<file path="src/rtl/lnrv_icb_mux.sv">
// N-to-1 ICB command multiplexer with an in-order response dispatch FIFO.
// Define LNRV_ICB_MUX_RR_EN for round-robin arbitration; fixed priority otherwise.
module lnrv_icb_mux #(
    parameter int P_ADDR_WIDTH = 32,
    parameter int P_DATA_WIDTH = 32,
    parameter int P_ICB_COUNT  = 4,
    parameter int P_OTS_COUNT  = 2
) (
    input  logic                                     clk,
    input  logic                                     reset_n,
    input  logic [P_ICB_COUNT-1:0]                   mn_icb_cmd_vld,
    output logic [P_ICB_COUNT-1:0]                   mn_icb_cmd_rdy,
    input  logic [P_ICB_COUNT-1:0]                   mn_icb_cmd_write,
    input  logic [P_ADDR_WIDTH*P_ICB_COUNT-1:0]      mn_icb_cmd_addr,
    input  logic [P_DATA_WIDTH*P_ICB_COUNT-1:0]      mn_icb_cmd_wdata,
    input  logic [(P_DATA_WIDTH/8)*P_ICB_COUNT-1:0]  mn_icb_cmd_wstrb,
    input  logic [3*P_ICB_COUNT-1:0]                 mn_icb_cmd_size,
    output logic [P_ICB_COUNT-1:0]                   mn_icb_rsp_vld,
    input  logic [P_ICB_COUNT-1:0]                   mn_icb_rsp_rdy,
    output logic [P_DATA_WIDTH*P_ICB_COUNT-1:0]      mn_icb_rsp_rdata,
    output logic [P_ICB_COUNT-1:0]                   mn_icb_rsp_err,
    output logic                                     s_icb_cmd_vld,
    input  logic                                     s_icb_cmd_rdy,
    output logic                                     s_icb_cmd_write,
    output logic [P_ADDR_WIDTH-1:0]                  s_icb_cmd_addr,
    output logic [P_DATA_WIDTH-1:0]                  s_icb_cmd_wdata,
    output logic [P_DATA_WIDTH/8-1:0]                s_icb_cmd_wstrb,
    output logic [2:0]                               s_icb_cmd_size,
    input  logic                                     s_icb_rsp_vld,
    output logic                                     s_icb_rsp_rdy,
    input  logic [P_DATA_WIDTH-1:0]                  s_icb_rsp_rdata,
    input  logic                                     s_icb_rsp_err
);
    localparam int L_STRB_W = P_DATA_WIDTH / 8;
    localparam int L_IDX_W  = $clog2(P_ICB_COUNT);
    localparam int L_PTR_W  = (P_OTS_COUNT > 1) ? $clog2(P_OTS_COUNT) : 1;
    localparam int L_CNT_W  = $clog2(P_OTS_COUNT + 1);

    logic [P_ICB_COUNT-1:0] r_fifo [P_OTS_COUNT];
    logic [L_PTR_W-1:0]     r_wr_ptr;
    logic [L_PTR_W-1:0]     r_rd_ptr;
    logic [L_CNT_W-1:0]     r_cnt;
    logic                   r_lock;
    logic [P_ICB_COUNT-1:0] r_lock_gnt;

    logic [P_ICB_COUNT-1:0] w_arb_gnt;
    logic [P_ICB_COUNT-1:0] w_gnt;
    logic [P_ICB_COUNT-1:0] w_head;
    logic                   w_full;
    logic                   w_empty;
    logic                   w_push;
    logic                   w_pop;

    function automatic logic [L_PTR_W-1:0] ptr_inc(input logic [L_PTR_W-1:0] p);
        return (p == L_PTR_W'(P_OTS_COUNT - 1)) ? '0 : p + 1'b1;
    endfunction

`ifdef LNRV_ICB_MUX_RR_EN
    logic [L_IDX_W-1:0] r_rr_ptr;
    logic [L_IDX_W-1:0] w_rr_idx;
    logic [L_IDX_W-1:0] w_gnt_idx;

    // Scan downward from the farthest offset so the requester nearest the pointer wins.
    always_comb begin
        w_arb_gnt = '0;
        w_rr_idx  = '0;
        for (int k = P_ICB_COUNT - 1; k >= 0; k--) begin
            w_rr_idx = L_IDX_W'((int'(r_rr_ptr) + k) % P_ICB_COUNT);
            if (mn_icb_cmd_vld[w_rr_idx]) begin
                w_arb_gnt           = '0;
                w_arb_gnt[w_rr_idx] = 1'b1;
            end
        end
    end

    always_comb begin
        w_gnt_idx = '0;
        for (int i = 0; i < P_ICB_COUNT; i++) begin
            if (w_gnt[i]) w_gnt_idx = L_IDX_W'(i);
        end
    end

    always_ff @(posedge clk or negedge reset_n) begin
        if (!reset_n) begin
            r_rr_ptr <= '0;
        end else if (w_push) begin
            r_rr_ptr <= (w_gnt_idx == L_IDX_W'(P_ICB_COUNT - 1)) ? '0 : w_gnt_idx + 1'b1;
        end
    end
`else
    always_comb begin
        w_arb_gnt = '0;
        for (int k = P_ICB_COUNT - 1; k >= 0; k--) begin
            if (mn_icb_cmd_vld[k]) begin
                w_arb_gnt    = '0;
                w_arb_gnt[k] = 1'b1;
            end
        end
    end
`endif

    assign w_full  = (r_cnt == L_CNT_W'(P_OTS_COUNT));
    assign w_empty = (r_cnt == '0);
    // A full FIFO blocks commands outright, even when a pop lands in the same cycle.
    assign w_gnt   = w_full ? '0 : (r_lock ? (r_lock_gnt & mn_icb_cmd_vld) : w_arb_gnt);

    assign s_icb_cmd_vld  = |w_gnt;
    assign mn_icb_cmd_rdy = w_gnt & {P_ICB_COUNT{s_icb_cmd_rdy}};
    assign w_push         = s_icb_cmd_vld & s_icb_cmd_rdy;

    always_comb begin
        s_icb_cmd_write = 1'b0;
        s_icb_cmd_addr  = '0;
        s_icb_cmd_wdata = '0;
        s_icb_cmd_wstrb = '0;
        s_icb_cmd_size  = '0;
        for (int i = 0; i < P_ICB_COUNT; i++) begin
            if (w_gnt[i]) begin
                s_icb_cmd_write = mn_icb_cmd_write[i];
                s_icb_cmd_addr  = mn_icb_cmd_addr[i*P_ADDR_WIDTH +: P_ADDR_WIDTH];
                s_icb_cmd_wdata = mn_icb_cmd_wdata[i*P_DATA_WIDTH +: P_DATA_WIDTH];
                s_icb_cmd_wstrb = mn_icb_cmd_wstrb[i*L_STRB_W +: L_STRB_W];
                s_icb_cmd_size  = mn_icb_cmd_size[i*3 +: 3];
            end
        end
    end

    always_ff @(posedge clk or negedge reset_n) begin
        if (!reset_n) begin
            r_lock     <= 1'b0;
            r_lock_gnt <= '0;
        end else begin
            r_lock     <= s_icb_cmd_vld & ~s_icb_cmd_rdy;
            r_lock_gnt <= w_gnt;
        end
    end

    always_ff @(posedge clk) begin
        if (w_push) r_fifo[r_wr_ptr] <= w_gnt;
    end

    always_ff @(posedge clk or negedge reset_n) begin
        if (!reset_n) begin
            r_wr_ptr <= '0;
            r_rd_ptr <= '0;
            r_cnt    <= '0;
        end else begin
            if (w_push) r_wr_ptr <= ptr_inc(r_wr_ptr);
            if (w_pop)  r_rd_ptr <= ptr_inc(r_rd_ptr);
            if (w_push && !w_pop)      r_cnt <= r_cnt + 1'b1;
            else if (!w_push && w_pop) r_cnt <= r_cnt - 1'b1;
        end
    end

    // Responses go only to the master at the FIFO head; an empty FIFO ignores the slave.
    assign w_head         = w_empty ? '0 : r_fifo[r_rd_ptr];
    assign mn_icb_rsp_vld = w_head & {P_ICB_COUNT{s_icb_rsp_vld}};
    assign mn_icb_rsp_err = w_head & {P_ICB_COUNT{s_icb_rsp_err}};
    assign s_icb_rsp_rdy  = |(w_head & mn_icb_rsp_rdy);
    assign w_pop          = s_icb_rsp_vld & s_icb_rsp_rdy;

    always_comb begin
        mn_icb_rsp_rdata = '0;
        for (int i = 0; i < P_ICB_COUNT; i++) begin
            if (w_head[i]) mn_icb_rsp_rdata[i*P_DATA_WIDTH +: P_DATA_WIDTH] = s_icb_rsp_rdata;
        end
    end

endmodule

</file>
<file path="config.mk">
export PLATFORM = sky130hd
export DESIGN_NAME = lnrv_icb_mux
export DESIGN_NICKNAME = d
export VERILOG_FILES = /design/src/rtl/lnrv_icb_mux.sv
export SDC_FILE = /design/constraint.sdc
export NUM_CORES = 1
export LEC_CHECK = 0
export ABC_AREA = 1
export CELL_PAD_IN_SITES_DETAIL_PLACEMENT = 1
export CELL_PAD_IN_SITES_GLOBAL_PLACEMENT = 2
export CORE_MARGIN = 2
export CORE_UTILIZATION = 11
export CTS_CLUSTER_SIZE = 14
export DETAILED_ROUTE_END_ITERATION = 10
export PLACE_DENSITY = 0.82
export SLEW_MARGIN = 25
export SYNTH_ARGS = -nofsm -noshare
export SYNTH_HDL_FRONTEND = slang
export SYNTH_SLANG_ARGS = --single-unit
</file>
<file path="constraint.sdc">
create_clock -name clk -period 2.2 [get_ports clk]
set_input_delay 0.44 -clock clk [delete_from_list [all_inputs] [get_ports clk]]
set_output_delay 0.44 -clock clk [all_outputs]
set_load 0.1 [all_outputs]
</file>
After elaboration in Yosys (flattened, before gate mapping)
Memories as Yosys holds them, arrays and structs flattened.
Index checks and enable logic that the tools add are counted.
{"block": "op_classes", "addsub": 4, "mul": 0, "div_mod_pow": 0, "order_cmp": 0, "eq_ne": 1, "shifts": 0, "muxes": 37, "bitwise_logic": 9, "n_reduce_logical": 8}
{"op": "32-bit two-way mux", "n": 12}
{"op": "4-bit two-way mux", "n": 11}
{"op": "4-bit bitwise AND", "n": 5}
{"op": "3-bit two-way mux", "n": 4}
{"op": "1-bit two-way mux", "n": 8}
{"op": "4-bit OR reduction", "n": 2}
{"op": "2-bit two-way mux", "n": 2}
{"op": "1-bit bitwise AND", "n": 3}
{"op": "1-bit adder (second input constant)", "n": 2}
{"op": "2-bit by 1-bit adder with 2-bit output (second input constant)", "n": 1}
{"op": "2-bit == test (second input constant)", "n": 1}
{"op": "1-bit logical AND", "n": 2}
{"op": "1-bit logical NOT", "n": 2}
{"op": "2-bit logical NOT", "n": 1}
{"op": "2-bit nonzero test", "n": 1}
{"op": "2-bit by 1-bit subtractor with 2-bit output (second input constant)", "n": 1}
{"op": "1-bit inverter", "n": 1}
{"block": "totals", "regBits": 9, "latchBits": 0, "ramBits": 8, "mem_bits_ro": 0, "input_bits": 333, "wordCells": 65, "n_memories": 1}
{"memory": "r_fifo", "words": 2, "width": 4, "rd": 1, "rd_ports_with_merged_regs": 0, "write_ports": 1, "line": "39", "text": "logic [P_ICB_COUNT-1:0] r_fifo [P_OTS_COUNT];"}

Longest topological paths before layout
Gate-level depths: netlist of the first run.
{"block": "logic_depth", "ltp_word": 12, "mapped_depth": 13, "ltp_nobuf": 12}

Least setup slack after synthesis of the first run
No wires, ideal clock.
{"block": "synth_timing", "path_kind": "flip-flop to output port", "from": "register r_lock", "to": "output port s_icb_cmd_addr[0]", "arrival_time_ns": 2.624, "t_required_ns": 1.760, "path_slack_ns": -0.864, "path_stages_with_launch": 10, "path_cell_list": "dfrtp_1 > nor2_4 > nand3_1 > nand2_1 > nand2_2 > buf_6 > buf_6 > nand2_1 > inv_1 > a21oi_1"}
{"block": "synth_via", "elab_chain_len": 6}
{"item": "start: declaration", "line": "43", "text": "logic r_lock;"}
{"item": "start signal: assignment", "line": "133", "text": "r_lock <= s_icb_cmd_vld & ~s_icb_cmd_rdy;"}
{"item": "4-bit two-way mux * (2 in a row)", "line": "105", "text": "assign w_gnt = w_full ? '0 : (r_lock ? (r_lock_gnt & mn_icb_cmd_vld) : w_arb_gnt);"}
{"item": "32-bit two-way mux (3 in a row)", "line": "118", "text": "if (w_gnt[i]) begin"}
{"item": "32-bit two-way mux *", "line": "118"}
{"item": "end: declaration", "line": "25", "text": "output logic [P_ADDR_WIDTH-1:0] s_icb_cmd_addr,"}
Every way passes the cells marked *; elsewhere a longest branch is shown, timed or not.

Worst setup path in the final report of the first run
{"block": "layout_timing", "from": "register r_lock", "to": "output port s_icb_cmd_wdata[2]"}
{"block": "layout_via", "elab_chain_len": 6}
{"item": "4-bit two-way mux * (2 in a row)", "line": "105"}
{"item": "32-bit two-way mux (3 in a row)", "line": "118"}
{"item": "32-bit two-way mux *", "line": "118"}
{"item": "end: declaration", "line": "26", "text": "output logic [P_DATA_WIDTH-1:0] s_icb_cmd_wdata,"}
Marks and branches as above.

==> results of run 1 <==
[cells by family (layout without fill, tap and decap cells)]
family          after synthesis  count (layout)  synth area share
buf+inv                     269             874            0.2484
fa+ha+maj                     1               1          0.002506
simple gates                696             696            0.5759
other cells                   0               4                 0
compound gates               76              76           0.07644
xor+xnor                      2               2          0.003509
flops                        17              17           0.09323
[metrics by stage]
stage               setup TNS (ps)  area, sq um  setup slack (ps)
floorplan                   -57030         5892            -506.2
global placement            -36110        14600            -588.4
detailed placement          -37600        14600            -601.3
CTS                         -17490        16210            -286.6
global route                -25030        17340            -370.2
finish                      -18450        17340            -320.9
[routing by layer]
metal,routed length [um],vias to the layer above,share of wire,GRT usage
li1,-,4393,-,-
met1,16720,4430,0.36,0.1867
met2,24950,432,0.53,0.3358
met3,2882,108,0.061,0.03480
met4,2355,4,0.050,0.05982
met5,28,-,0.00060,0
[final cells by class]
class                   instances  area [sq um]
multi-input cells             775          5614
clock buffers                   3         75.07
clock inverters                 1         5.005
well taps                     600         750.7
inverters                     196         757.0
fillers                      5173         27750
diodes                          4         10.01
repair buffers                674          9659
flip-flops and latches         17         467.9
[cells in the final DEF (no fill, tap or decap), types with 11 or more instances in the layout]
| cell | netlist | layout |
|---|---|---|
| nor2_2 | 2 | 95 |
| nor2_1 | 213 | 76 |
| clkbuf_16 | 0 | 16 |
| inv_1 | 192 | 138 |
| clkdlybuf4s50_1 | 0 | 329 |
| nand2_2 | 4 | 73 |
| nor2_4 | 3 | 47 |
| nand3_1 | 151 | 65 |
| buf_6 | 23 | 21 |
| buf_16 | 0 | 12 |
| buf_12 | 0 | 254 |
| buf_4 | 4 | 36 |
| inv_2 | 3 | 52 |
| nand2_1 | 317 | 222 |
| nand3_2 | 1 | 76 |
| a21oi_4 | 0 | 71 |
| nand2_4 | 1 | 21 |
| nand3_4 | 0 | 11 |
[power groups by stage]
stage / Combinational [W] / Clock (W) / Sequential (W)
after floorplan: 0.0139 / 0 / 0.000477
after global placement: 0.0225 / 0 / 0.000486
after detailed placement: 0.0227 / 0 / 0.000488
after CTS: 0.0243 / 0.000364 / 0.000489
after global routing: 0.0266 / 0.000384 / 0.000502
final: 0.0259 / 0.000357 / 0.000493
[repair_timing]
action,CTS,global route
gates cloned,12,17
setup endpoints to repair,129,214
buffers inserted,33,2
gates resized for setup,272,232
pin swaps,66,58
hold endpoints to repair,0,0
[flip-flops by register name, indices dropped and copies added, names as in the netlist]
signal	count
r_rd_ptr	1
r_lock_gnt	4
r_fifo	8
r_lock	1
r_cnt	2
r_wr_ptr	1
[path summary, 6_finish.rpt]
check                      slack, ps                  from                      end  depth (start not counted)
min                              470  r_wr_ptr$_DFFE_PN0P_     r_wr_ptr$_DFFE_PN0P_                          2
max reg2reg                       90      r_lock$_DFF_PN0_     r_cnt[1]$_DFFE_PN0P_                         14
min reg2reg                      470  r_wr_ptr$_DFFE_PN0P_     r_wr_ptr$_DFFE_PN0P_                          2
max in group asynchronous       1290               reset_n     r_rd_ptr$_DFFE_PN0P_                          1
max                             -320      r_lock$_DFF_PN0_       s_icb_cmd_wdata[2]                         10
min in group asynchronous        530               reset_n  r_lock_gnt[2]$_DFF_PN0_                          1
[worst reg2reg max path: stages, from the launching register on]
cell and delay [ps]:
dfrtp_2 440, nor2_4 150, buf_6 110, nand2_4 50, nand2_8 120, nand2_8 100
buf_12 150, buf_16 140, nand3_4 70, nand2_2 70, inv_2 70, ha_4 200
a21oi_2 100, o21ai_1 90, xor2_1 140
==> results.toml, run 1 <==
[status]
run_status = "complete, but fails checks"
violations = "setup timing"

[yosys]
synth_cell_type_count = 26
synth-async-reset-ratio = 0.5294
seq_area_frac_synth = 0.09323
yosysTopAreaCell = "nand2_1"
synth-edff-count = 8
synthMostInstantiatedCell = "nand2_1"
ys.flop_type = "dfrtp_1"
synth_top_cell_area_share = 0.2383
synth-seq-cells = 17
syn_area_sq_um = 4992
synth.area.top_cells = "nand2_1, nor2_1, nand3_1"
syn-num-nets = 1395
syn_area_per_cell_sq_um = 4.705
yosysWarnings = 0
syn_inst = 1061
yosys-top-cells-count = "nand2_1, nor2_1, inv_1, nand3_1, a21oi_1"

[worst_setup_path]
slowest_stage = "dfrtp_2"
crit_path_start_kind = "flop"
arrival_ps = 2080
crit_fanout = 48
critPathBufInv = 4
crit_type = "flop to output port"
required_ps = 1760
path_common_cell = "buf_12"
critical-path-top-delay-family = "buffers and inverters"
crit_path_end_kind = "output port"
cp_cell_sequence = "nor2_4 > buf_6 > nand3_2 > nand2_2 > nand2_4 > buf_12 > nand2_1 > inv_1 > a21oi_4 > buf_12"
max_stage_delay_ps = 440

[power_and_ir_drop]
clockPowerShare = 0.013
p_int_w = 0.009952
power.density_nw_per_um2 = 1540
p_sw_w = 0.01676
power_frac_seq = 0.018
power_switching_share = 0.6274
max-vdd-ir-drop_v = 0.001032
power_frac_comb = 0.968
power_leakage_nw = 7.568
total_power_w = 0.02671

[drt]
remaining_drc_errors = 0
dr.first_iter.drc_count = 364
wl_per_cell_um = 20.68
vias = 9367
drtPass1Iterations = 4
via_per_inst = 4.126
ant_nets = 0
wl_um = 46940

[die]
die_area_sq_um = 47100
die_h_um = 217.0
rows = 78
pin_count = 547
start_util = 0.1107
fp.dieW_um = 217.0
design.core.area_sq_um = 45090

[cts]
clk_path_buf_depth = 2
cts_buffers = 3
clk_pin_slew_worst_paths_ps = 50
cts_htree_levels = 1
clock_latency_ps = 250
tritoncts = "built"
cts_sinks = 17
clockRootBuffer = "clkbuf_16"
hold_buffers = 0

[final_layout]
drive_above_1_share = 0.4874
instances_no_fill = 2270
area_growth_pct = 247.3
utilization = 0.3846
final_nets = 2001

[run]
maxCapViolations = 0

[timing]
worst_slew_pin_slew_ps = 511.6
whs_ps = 469.4
min_period_ps = 2521
fin_crit_sh = 1.146
setup_viol = 77
final_max_slew_viol_count = 0
layout_setup_ws_ps = -320.9
rsz0062_at_grt = "yes"
max_freq_ghz = 0.3967
fin_skew_ps = 4.558
hold_violations = 0
relSlewSlack = 0.6579

[grt]
grt_remaining_overflow = 0
grt_usage = 0.1741
grt_antenna_before_repair = 6
grt_pass1_wl_um = 62640
grt_max_degree = 49
grt_pass1_vias = 10050

[placed_design]
portBuffers = 546
globalplace.congestion = 0.8663
dp_hpwl_um = 34010
dp.cells = 2202

[min_path]
hold_path.class = "flop to flop"
No activity file was read; power rests on OpenSTA's default activity.
==> run 2: changes to the inputs <==
--- a/config.mk
+++ b/config.mk
@@ -12,6 +12,7 @@
 export CORE_UTILIZATION = 11
 export CTS_CLUSTER_SIZE = 14
 export DETAILED_ROUTE_END_ITERATION = 10
+export MAX_ROUTING_LAYER = met4
 export PLACE_DENSITY = 0.82
 export SLEW_MARGIN = 25
 export SYNTH_ARGS = -nofsm -noshare
==> run 2 against run 1 <==
The flow still finishes with violations (setup timing). Power is 4.4% higher. Sequential cell count unchanged. Sequential power barely moved. Core utilization rose by 1.1 points. Combinational power rose by 4%. Setup slack worse by 20 ps. Design area is 2.9% higher. Die area unchanged. Critical path type unchanged. Largest cell class unchanged. Largest power group unchanged.
==> results.toml, run 2 (synthesis results as in run 1) <==
[grt]
grt_max_degree = 49
grt_usage = 0.1792
grt_antenna_before_repair = 7
grt_remaining_overflow = 0
grt_pass1_vias = 10070
grt_pass1_wl_um = 62510

[worst_setup_path]
max_stage_delay_ps = 380
critical-path-top-delay-family = "buffers and inverters"
crit_type = "flop to output port"
crit_path_start_kind = "flop"
arrival_ps = 2100
required_ps = 1760
critPathBufInv = 5
cp_cell_sequence = "inv_2 > nand2_4 > buf_4 > nand2_2 > nor2_8 > inv_8 > buf_12 > nand2_1 > nand3_2 > a21oi_4 > buf_12"
crit_path_end_kind = "output port"
slowest_stage = "dfrtp_1"
path_common_cell = "buf_12"
crit_fanout = 19

[final_layout]
reg.largest.list = "r_fifo: 8 flops, r_lock_gnt: 4 flops, r_cnt: 2 flops"
largest_reg_flops = 8
layout_commonest_cell = "clkdlybuf4s50_1"
drive_above_1_share = 0.4708
regMostFlops = "r_fifo"
final_nets = 2011
final_cell_area_sq_um = 17840
fillers = 5076
instances_no_fill = 2283
area_growth_pct = 257.4
final_cell_mix = "clkdlybuf4s50_1, buf_12, nand2_1"

[drt]
vias = 9456
via_per_inst = 4.142
remaining_drc_errors = 0
dr.first_iter.drc_count = 332
wl_um = 49690
drtPass1Iterations = 5
ant_nets = 0
wl_per_cell_um = 21.76

[die]
die_area_sq_um = 47100
pin_count = 547
fp.dieW_um = 217.0
start_util = 0.1107
die_h_um = 217.0
design.core.area_sq_um = 45090
rows = 78

[timing]
max_freq_ghz = 0.3935
hold_violations = 0
rsz0062_at_grt = "yes"
relSlewSlack = 0.6461
final_max_slew_viol_count = 0
setup_viol = 207
worst_slew_pin_slew_ps = 530.2
tns_ps = -26830
fin_skew_ps = 1.035
min_period_ps = 2541
whs_ps = 473.0
fin_crit_sh = 1.155
layout_setup_ws_ps = -341.0

[cts]
hold_buffers = 0
clk_path_buf_depth = 2
tritoncts = "built"
cts_sinks = 17
clockRootBuffer = "clkbuf_16"
clock_latency_ps = 240
cts_htree_levels = 1
clk_pin_slew_worst_paths_ps = 50
cts_buffers = 3

[placed_design]
portBuffers = 546
dp.cells = 2202
dp_hpwl_um = 34010
globalplace.congestion = 0.8803
place_area_sq_um = 14600

[min_path]
hold_path.class = "flop to flop"

[power_and_ir_drop]
total_power_w = 0.02789
power_leakage_nw = 7.723
power.density_nw_per_um2 = 1563
max-vdd-ir-drop_v = 0.001110

[status]
run_status = "complete, but fails checks"
violations = "setup timing"

[run]
maxCapViolations = 0
run 2: cell type report:
type / count / area [sq um] / share of cell area
antenna: 7 / 17.52 / 0.0009818
clock buffer: 3 / 75.07 / 0.004208
clock inverter: 1 / 5.005 / 0.0002805
inverter: 196 / 753.2 / 0.04222
multi-input combinational: 775 / 5901 / 0.3307
sequential: 17 / 466.7 / 0.02616
tap: 600 / 750.7 / 0.04208
timing repair buffer: 684 / 9872 / 0.5533
run 2: power breakdown:
part | internal [W] | switching, W | leakage, nW
combinational | 0.00980 | 0.0172 | 7.49
sequential | 0.000433 | 0.0000617 | 0.188
clock | 0.000243 | 0.000113 | 0.0409
run 2: final timing paths:
check,start,to,slack (ps),depth (start not counted)
worst max-delay path,r_cnt[0]$_DFFE_PN0P_,s_icb_cmd_wstrb[2],-340,11
worst min-delay path,r_wr_ptr$_DFFE_PN0P_,r_wr_ptr$_DFFE_PN0P_,470,2
worst max register to register,r_cnt[0]$_DFFE_PN0P_,r_cnt[1]$_DFFE_PN0P_,20,15
worst min register to register,r_wr_ptr$_DFFE_PN0P_,r_wr_ptr$_DFFE_PN0P_,470,2
max in group asynchronous,reset_n,r_lock$_DFF_PN0_,1290,1
min in group asynchronous,reset_n,r_lock_gnt[1]$_DFF_PN0_,540,1
run 2: tightest hold or removal path, delay by kind of cell, from the launching register on:
| kind | cells | cell delay (ps) |
|---|---|---|
| simple gates | 2 | 90 |
| flops | 1 | 340 |
run 2: timing repair:
| item | in CTS | in global routing |
|---|---|---|
| pin swaps | 66 | 40 |
| hold endpoints to repair | 0 | 0 |
| setup buffers | 33 | 8 |
| cloned | 12 | 24 |
| gates resized for setup | 272 | 280 |
| endpoints found under the setup margin | 129 | 214 |
run 2: metrics by stage:
step / util / worst slack (ps)
floorplan: - / -506.2
global placement: 0.3237 / -588.4
detailed placement: 0.3237 / -601.3
CTS: 0.3596 / -286.6
global route: 0.3957 / -426.0
finish: 0.3957 / -341.0
run 2: routing by layer:
layer / wire [um] / vias to the layer above / track usage / share of wire
met3: 2890 / 95 / 0.03089 / 0.058
met5: 0 / - / - / 0
met1: 17680 / 4498 / 0.1891 / 0.36
met4: 2541 / 0 / 0.05982 / 0.051
li1: - / 4426 / - / -
met2: 26580 / 437 / 0.3355 / 0.53
==> RTL change (config.mk and constraints of run 1) <==
Register the output `mn_icb_rsp_err`, cleared by the reset; this adds one clock of latency there. The other outputs are not delayed to match.
--- a/src/rtl/lnrv_icb_mux.sv
+++ b/src/rtl/lnrv_icb_mux.sv
@@ -155,7 +155,13 @@
     // Responses go only to the master at the FIFO head; an empty FIFO ignores the slave.
     assign w_head         = w_empty ? '0 : r_fifo[r_rd_ptr];
     assign mn_icb_rsp_vld = w_head & {P_ICB_COUNT{s_icb_rsp_vld}};
-    assign mn_icb_rsp_err = w_head & {P_ICB_COUNT{s_icb_rsp_err}};
+    always_ff @(posedge clk or negedge reset_n) begin
+        if (!reset_n) begin
+            mn_icb_rsp_err <= '0;
+        end else begin
+            mn_icb_rsp_err <= w_head & {P_ICB_COUNT{s_icb_rsp_err}};
+        end
+    end
     assign s_icb_rsp_rdy  = |(w_head & mn_icb_rsp_rdy);
     assign w_pop          = s_icb_rsp_vld & s_icb_rsp_rdy;
 
Formal check against the unedited RTL: not equivalent (Yosys sat finds a counterexample within 4 cycles, from zero or initial values and one cycle with reset_n low).
==> RTL change against run 1 <==
  * The run still ends with negative setup slack left
  * Total power is 11% lower
  * Synthesized cell count is 6.2% lower
  * Sequential power is 22% higher
  * Utilization is 2.9 points lower
  * Design area is 12% lower
  * Setup slack better by 0.053 ns
  * Cell count is 6.6% lower
  * Non-clock buffer count is 29 lower
  * Clock skew is 0.0031 ns higher
  * Sequential share of layout area is 1.0 points higher
  * Sequential cell count is 4 higher
  * Die area is 5.0% lower
  * Synthesized area is 5.1% lower
  * Routed wire length is 14% lower
  * Critical endpoint is now s_icb_cmd_wdata[16]
  * Largest power group unchanged
==> RTL change: results (changes against run 1) <==
hold_ws: 0.503 ns (was 0.469 ns)
Critical Path AT: 2.03 ns (was 2.08 ns)
Slew @ Worst Pin: 0.367 ns (was 0.512 ns)
Syn Nets: 1329 (was 1395)
Total GRT Usage: 16.3% (was 17.4%)
synth warn: 0 (unchanged)
Post-Synth XOR/XNOR Area: 0.370% (was 0.351%)
cts repair resizes: 122 (was 272)
Nets: 1909 (was 2001)
setup_tns: -16.11 ns (was -18.45 ns)
# fillers: 4995 (was 5173)
RePlAce Congestion: 0.862 (was 0.866)
status: finished, violations left (unchanged)
first-pass GRT wire length: 55.7 mm (was 62.6 mm)
compound-cell area share of the yosys netlist: 8.16% (was 7.64%)
detailed placement HPWL: 30.6 mm (was 34.0 mm)
setup bufs post-CTS: 9 (was 33)
Commonest cells post-synth: 320 x nand2_1, 181 x nor2_1, 158 x inv_1 (was 317 x nand2_1, 213 x nor2_1, 192 x inv_1)
R2R depth: 13 (was 14)
CP peak stage delay: 0.36 ns (was 0.44 ns)
area share of fa/ha/maj cells after synthesis: 0.264% (was 0.251%)
largest net degree at the start of global routing: 51 (was 49)
ratio of cells with drive above 1 in the final layout: 37.5% (was 48.7%)
routed wire length: 40.3 mm (was 46.9 mm)
vias in the first global route: 9422 (was 10100)
worst setup margin: -0.268 ns (was -0.321 ns)
final setup vio count: 75 (was 77)
Critical Path Start: r_cnt[0]$_DFFE_PN0P_ (was r_lock$_DFF_PN0_)
EDFF count, synth: 8 (unchanged)
post-route cell area: 15200 µm² (was 17300 µm²)
Setup crit end: s_icb_cmd_wdata[16] (was s_icb_cmd_wdata[2])
P_leak: 6.73 nW (was 7.57 nW)
Largest regs: r_fifo (8), mn_icb_rsp_err (4), r_lock_gnt (4) (was r_fifo (8), r_lock_gnt (4), r_cnt (2))
Placed Area: 13900 µm² (was 14600 µm²)
failing checks: negative setup slack (unchanged)
Async SR Flop Fraction: 61.9% (was 52.9%)
via count: 8703 (was 9367)
placed cells: 2084 (was 2202)
antenna violations before repair: 2 (was 6)
P per Cell Area: 1560 nW/µm² (was 1540 nW/µm²)
pre-CTS WS: -0.590 ns (was -0.601 ns)
sequential share of the synthesized area: 11.9% (was 9.32%)
sw frac: 64.0% (was 62.7%)
clk pwr: 0.398 mW (was 0.357 mW)
CP max stage cell: dfrtp_1 (was dfrtp_2)
maximum VDD drop: 772 µV (was 1030 µV)
top cells by area, synth: nand2_1 25%, nand3_1 16%, nor2_1 14% (was nand2_1 24%, nor2_1 16%, nand3_1 15%)
Initial DRC Count: 259 (was 364)
combinational group power: 22.7 mW (was 25.9 mW)
post-DR wirelength/cell: 19.0 µm (was 20.7 µm)
-- RTL change: cell count changes after synthesis, moves of 9 or more --
cell / before / now
o21ai_1: 0 / 26
o21ai_0: 2 / 11
a21oi_1: 73 / 39
nor2_1: 213 / 181
buf_6: 23 / 10
inv_1: 192 / 158
buf_4: 4 / 17
buf_2: 34 / 24
-- RTL change: routing by layer --
metal | part of all wire, % | vias up | track usage [%]
met5 | 0 | - | 0
met4 | 3.2 | 0 | 5.15
met3 | 6.3 | 45 | 2.88
met2 | 54 | 361 | 31.9
met1 | 37 | 4118 | 17.6
li1 | - | 4179 | -
-- RTL change: layout make-up --
type	instances	area share [%]
sequential	21	3.73
inverter	161	4.09
multi-input combinational	743	28.4
timing repair buffer	645	58.7
clock inverter	1	0.0329
tap	546	4.49
clock buffer	3	0.493
antenna	1	0.0164
